===== src/rtl/scope_pkg.sv =====
// Shared definitions for the scope decimator: default widths and the
// shift-and-saturate helper used on the averaging path.
package scope_pkg;

  localparam int DW_DEF = 16;               // default sample width
  localparam int CW_DEF = 17;               // default decimation counter width
  localparam int SW_DEF = DW_DEF + CW_DEF;  // default accumulator width
  localparam int XW     = 64;               // width of the helper arithmetic

  // Arithmetic right shift (floor) of a sign-extended window sum, then
  // clamp into the signed range of a dw-bit sample.
  function automatic logic signed [XW-1:0] sat_shr(
    input logic signed [XW-1:0] sum,
    input int                   shr,
    input int                   dw
  );
    logic signed [XW-1:0] shifted;
    logic signed [XW-1:0] hi;
    logic signed [XW-1:0] lo;
    shifted = sum >>> shr;
    hi      = (64'sd1 <<< (dw - 1)) - 64'sd1;
    lo      = -(64'sd1 <<< (dw - 1));
    if (shifted > hi)      sat_shr = hi;
    else if (shifted < lo) sat_shr = lo;
    else                   sat_shr = shifted;
  endfunction

endpackage


===== src/rtl/scope_decimator.sv =====
// Decimating / averaging stage behind the ADC stream input. Collects windows
// of cfg_dec accepted samples and emits either the last sample of the window
// or the shifted, saturated window sum through a one-deep output register.
module scope_decimator
  import scope_pkg::*;
#(
  parameter int DW = DW_DEF,
  parameter int CW = CW_DEF
) (
  input  logic          clk,
  input  logic          rstn,
  input  logic          ctl_rst,
  input  logic [CW-1:0] cfg_dec,
  input  logic          cfg_avg,
  input  logic [4:0]    cfg_shr,
  input  logic [DW-1:0] sti_tdata,
  input  logic          sti_tlast,
  input  logic          sti_tvalid,
  output logic          sti_tready,
  output logic [DW-1:0] sto_tdata,
  output logic          sto_tlast,
  output logic          sto_tvalid,
  input  logic          sto_tready
);

  // Accumulator wide enough for a full window of full-scale samples.
  localparam int SW = DW + CW;

  // Window state and configuration shadow.
  logic [CW-1:0]        r_cnt;
  logic signed [SW-1:0] r_sum;
  logic [CW-1:0]        r_dec_s;
  logic                 r_avg_s;
  logic [4:0]           r_shr_s;

  // Output register.
  logic                 r_valid;
  logic [DW-1:0]        r_data;
  logic                 r_last;

  logic                 w_accept;
  logic                 w_first;
  logic                 w_close;
  logic [CW-1:0]        w_dec_in;
  logic [CW-1:0]        w_dec;
  logic                 w_avg;
  logic [4:0]           w_shr;
  int                   w_shr_amt;
  logic signed [SW-1:0] w_sample_ext;
  logic signed [SW-1:0] w_sum_next;
  logic [DW-1:0]        w_avg_val;
  logic [DW-1:0]        w_result;

  // Input is blocked only while a held output waits for the consumer.
  assign sti_tready = ~r_valid | sto_tready;
  assign w_accept   = sti_tvalid & sti_tready;
  assign w_first    = (r_cnt == '0);

  assign sto_tdata  = r_data;
  assign sto_tlast  = r_last;
  assign sto_tvalid = r_valid;

  // Effective window config: live inputs on the opening beat, shadow afterwards.
  // NOTE: every signal driven here gets a default first, so no branch can leave it unassigned and infer a latch.
  always_comb begin
    w_dec_in = (cfg_dec == '0) ? CW'(1) : cfg_dec;
    w_dec    = r_dec_s;
    w_avg    = r_avg_s;
    w_shr    = r_shr_s;
    if (w_first) begin
      w_dec = w_dec_in;
      w_avg = cfg_avg;
      w_shr = cfg_shr;
    end
  end

  // Window close decision, running sum and result selection for the current beat.
  always_comb begin
    w_close      = (r_cnt == w_dec - CW'(1)) | sti_tlast;
    w_sample_ext = {{(SW-DW){sti_tdata[DW-1]}}, sti_tdata};
    // The opening beat ignores whatever is left in r_sum.
    w_sum_next   = w_first ? w_sample_ext : r_sum + w_sample_ext;
    w_shr_amt    = (int'(w_shr) > SW - 1) ? SW - 1 : int'(w_shr);
    w_avg_val    = DW'(sat_shr({{(XW-SW){w_sum_next[SW-1]}}, w_sum_next}, w_shr_amt, DW));
    w_result     = w_avg ? w_avg_val : sti_tdata;
  end

  // Window counter, accumulator and config shadow registers.
  // NOTE: clocked state uses non-blocking assignments so every register samples pre-edge values.
  always_ff @(posedge clk or negedge rstn) begin
    if (!rstn) begin
      r_cnt   <= '0;
      r_sum   <= '0;
      r_dec_s <= CW'(1);
      r_avg_s <= 1'b0;
      r_shr_s <= '0;
    end else if (ctl_rst) begin
      r_cnt   <= '0;
      r_sum   <= '0;
      r_dec_s <= w_dec_in;
      r_avg_s <= cfg_avg;
      r_shr_s <= cfg_shr;
    end else if (w_accept) begin
      if (w_first) begin
        r_dec_s <= w_dec_in;
        r_avg_s <= cfg_avg;
        r_shr_s <= cfg_shr;
      end
      if (w_close) begin
        r_cnt <= '0;
        r_sum <= '0;
      end else begin
        r_cnt <= r_cnt + CW'(1);
        r_sum <= w_sum_next;
      end
    end
  end

  // One-deep output register: loads on window close, holds under backpressure.
  always_ff @(posedge clk or negedge rstn) begin
    if (!rstn) begin
      r_valid <= 1'b0;
      r_data  <= '0;
      r_last  <= 1'b0;
    end else if (ctl_rst) begin
      r_valid <= 1'b0;
    end else if (w_accept && w_close) begin
      r_valid <= 1'b1;
      r_data  <= w_result;
      r_last  <= sti_tlast;
    end else if (sto_tready) begin
      r_valid <= 1'b0;
    end
  end

endmodule

===== config.mk =====
export PLATFORM = sky130hd
export DESIGN_NAME = scope_decimator
export DESIGN_NICKNAME = d
export VERILOG_FILES = /design/src/rtl/scope_pkg.sv /design/src/rtl/scope_decimator.sv
export SDC_FILE = /design/constraint.sdc
export NUM_CORES = 1
export LEC_CHECK = 0
export CAP_MARGIN = 40
export CORE_UTILIZATION = 32
export DETAILED_ROUTE_END_ITERATION = 8
export PLACE_DENSITY = 0.58
export SYNTH_ARGS = -nofsm -noshare
export SYNTH_HDL_FRONTEND = slang
export SYNTH_SLANG_ARGS = --single-unit

===== constraint.sdc =====
create_clock -name clk -period 5.2 [get_ports clk]
set_input_delay 1.04 -clock clk [delete_from_list [all_inputs] [get_ports clk]]
set_output_delay 1.04 -clock clk [all_outputs]
set_load 0.05 [all_outputs]

==> results.txt <==
STA classifies the critical path startpoint as a primary input. The worst reg-to-reg path cell count came out at 15. The run finished with clean final reports. The share of the clock period used by the worst path after layout is a little over nine tenths. The number of buffers created by CTS came out at 9. The footprint of the multi-input gates came out at between 0.008 and 0.009 mm2.

The number of global-route vias before repair came out at between 10,000 and 15,000. The synthesized net count came out at around 1,400. The synthesized netlist devotes between 30% and 40% of its cell area to compound gates. The count of inserted antenna diode cells came out at 0. The worst path buffer plus inverter count came out at 13.

In this run, distinct cell masters in the synthesized netlist total 93. The clock tree root driver cell is sky130_fd_sc_hd__clkbuf_16. The first global-routing pass estimated ~62 mm of wire. The core outline area came out at 0.02987 mm2.

The number of DRC violations after detailed-routing iteration 0 is 880. The layout filler cell count is slightly below 3,000. The H-tree depth came out at 3. The cell that appears most often on the critical path is sky130_fd_sc_hd__buf_4.

The floorplan has 63 rows. Global routing consumed, over all layers together, 25.56% of the routing resources. The largest voltage drop on the vdd net came out at about 0.00015 V. The share of cells above drive strength 1 came out at between 30% and 40%. The number of enable flip-flop cells after synthesis came out at 0. The last weighted congestion value of the routability-driven placer came out at 0.9556.

In the synthesized netlist, mux cells make up between 8 and 9% of the area. The I/O pin count is 64. The die covers 0.03130 mm2. After detailed routing, the average wire length per cell comes to 20.22 um. The setup slack of the worst register-to-register path is 0.36 ns. The final count of pins violating max slew is 0.

The final wirelength is roughly 40 mm. Summing the areas of all and, or, nand and nor instances in the mapped netlist gives between 20% and 30% of the synthesized area. The yosys synthesis warning count came out at 0. The sequential cells in the finished layout cover a total of 0.002278 mm2. The via count of the routed design is about 11,000. The library cells used most frequently in the layout, excluding fill and tap cells, are sky130_fd_sc_hd__buf_4 (316), sky130_fd_sc_hd__nand2_1 (155), sky130_fd_sc_hd__nor2_1 (106).

The final setup violation count came out at 0. Sequential elements use a little under a quarter of the synthesized area. For this run, the detailed router's first-pass iteration total came to 5.

Counting instances, the worst hold path has a depth of 1. Leaving out fill and tap cells, the most frequent cell in the layout is sky130_fd_sc_hd__buf_4. The total negative slack is 0 ns. Tracing the worst setup path back leads to its startpoint at sti_tdata[15]. The buffer depth of the longest clock path came out at 2. The async set-reset flop share out of synthesis is 100.0%. After the last flow step, the layout net total stands at 1,667. Of the total power, the share spent switching nets is between 40 and 50%.

The worst endpoint required time came out at 5.46 ns. The overflow left after global routing is 0. The detailed-route DRC error count is 0. The number of clock sinks came out at 91. On the critical path the largest part of the delay comes from compound AO/OA/AOI/OAI gates. The final setup skew is 0.006894 ns. Using the TritonRoute via totals, the vias-per-cell ratio works out to approximately 5.7. The synthesized-area fraction occupied by xor and xnor cells came out at 4.741%.

After synthesis, the largest family of logic cells by area is compound AO/OA/AOI/OAI gates. The adder-cell share of the synthesized area came out at around 4.7%. The switching component of the power is ~1300 uW. The worst register-to-register path ends at sto_tdata[6]. The power per cell area came out at ~230 mW/mm2.

The count of maximum capacitance violations is 0. The worst-margin pin slew came out at 0.8372 ns. The maximum fanout count along the critical path is 8. The worst endpoint data arrival time came out at ~5.3 ns. Among all flip-flop cells after synthesis, the most frequent one is sky130_fd_sc_hd__dfrtp_1.

Internal power comes to between 1500 and 2000 uW. The sequential fraction of design power is approximately a quarter. After synthesis the netlist holds a flip-flop and latch count of 91.

The average instance area after synthesis is 7.667 um2. The power share of the combinational group came out at ~54%. The initial core utilization is approximately a third. The post-detailed-placement half-perimeter wirelength is between 20 and 30 mm. In the synthesized netlist, the number of instances is ~1,300.

Counting I/O delays and the setup requirement, the final critical path takes roughly 5 ns. The path class of the lowest-slack min-delay path is reg2reg. On the final layout, the worst hold slack is around 0.51 ns. The worst hold path terminates at sto_tdata[2]. The worst-path cell with the longest stage delay is sky130_fd_sc_hd__a311o_1. The maximum clock frequency is 0.1970 GHz. Summing every instance area after synthesis gives roughly 0.0098 mm2. The origin of the critical flop-to-flop path is r_cnt[11]. The worst setup path is of the in2reg kind. The static leakage came out at 0.006083 uW. The worst-case headroom to the max-slew limit is 44.19%.

Cells fill 47.91% of the core in the end. The die extent in y came out at about 180 um. The initial antenna violation count came to 0. The clock edge transition at the registers on the reported setup and hold paths came out at approximately 0.070 ns.

The count of buffers added on input and output ports is 63. The clock network is responsible for 21.1% of the overall power. The floorplan die width came out at ~180 um.

After clock tree synthesis, the flow added hold-fix buffers numbering 0. The worst stage delay on the critical path is 0.35 ns. Clock latency on the worst-skew pair, taken at its later pin, is approximately 0.37 ns. The count of nets left with antenna violations after detail routing came out at 0. The synthesis-to-finish area growth came out at 46.19%.

In this run the most critical hold path is launched from sto_tdata[2]. The final count of hold timing violations came out at 0. The clock tree from TritonCTS is yes.

The maximum number of pins on one net before global-route repair is between 50 and 60. The capturing element type of the critical path is a register.
## per-layer routing
layer  track usage [%]  vias up  share of wire, %
met4             10.38        0               3.2
met3             3.415       71               4.6
met5                 0        -                 0
met1             33.66     5518                45
met2             41.94      376                47
li1                  -     5409                 -
## state kept, by name, indices dropped and copies added (netlist names)
signal      count
sto_tlast       1
r_cnt          17
sto_tvalid      1
r_sum          33
sto_tdata      16
r_shr_s         5
r_avg_s         1
r_dec_s        17
## layout make-up
type / instances / share of cell area, %
clock inverters: 5 / 0.3147
clock buffers: 11 / 1.766
inverters: 16 / 0.4196
well taps: 390 / 3.409
flip-flops and latches: 91 / 15.92
repair buffers: 386 / 21.91
multi-input cells: 1082 / 56.26
## what timing repair did
action,in CTS,in global routing
pin swaps,20,55
cloned,1,0
setup buffers,19,13
setup endpoints to repair,16,16
endpoints found under the hold margin,0,0
gates resized for setup,89,126
## synthesized netlist by cell type (28+ instances only)
master	n	area share, %
sky130_fd_sc_hd__a21oi_1	100	5.1
sky130_fd_sc_hd__buf_2	30	1.5
sky130_fd_sc_hd__clkbuf_1	36	1.4
sky130_fd_sc_hd__dfrtp_1	90	23
sky130_fd_sc_hd__ha_1	35	4.5
sky130_fd_sc_hd__mux2_2	28	3.2
sky130_fd_sc_hd__mux2i_1	45	4.6
sky130_fd_sc_hd__nand2_1	159	6.1
sky130_fd_sc_hd__nor2_1	113	4.3
sky130_fd_sc_hd__nor3_1	41	2.1
sky130_fd_sc_hd__o21ai_0	111	5.7
sky130_fd_sc_hd__xnor2_1	30	2.7
## through the flow
stage / std cells / setup slack [ns] / instance area (um2) / total power [uW]
2_1_floorplan: 1277 / 0.2566 / 9791 / 1684
3_3_place_gp: 1932 / -1.158 / 12700 / 2347
3_5_place_dp: 1933 / -1.188 / 12700 / 2357
4_1_cts: 1969 / -0.02380 / 13590 / 3157
5_1_grt: 1981 / -0.06706 / 14310 / 3428
6_report: 1981 / 0.1231 / 14310 / 3252
## cell families after synthesis
kind of cell / Yosys count
AO/OA/AOI/OAI: 442
adder cells (fa/ha/maj): 36
flip-flops: 91
multiplexers: 76
buffers and inverters: 104
XOR/XNOR: 53
AND/OR/NAND/NOR: 475
## power by group through the flow
stage                     Combinational [uW]  Clock (uW)  Sequential (uW)
final                                   1740         688              826
after global placement                  1520           0              831
after global routing                    1860         734              833
after CTS                               1620         712              822
after floorplan                          747           0              937
after detailed placement                1520           0              834
## worst max path at each step
stage	to	slack (ns)	cells past startpoint
finish	sto_tdata[3]	0.12	26
global route	sto_tdata[6]	-0.07	19
CTS	sto_tdata[6]	-0.02	18
detailed placement	sto_tdata[6]	-1.19	18
global placement	sto_tdata[6]	-1.16	18
floorplan	sto_tdata[6]	0.26	16
No activity file was read; power rests on OpenSTA's default activity.
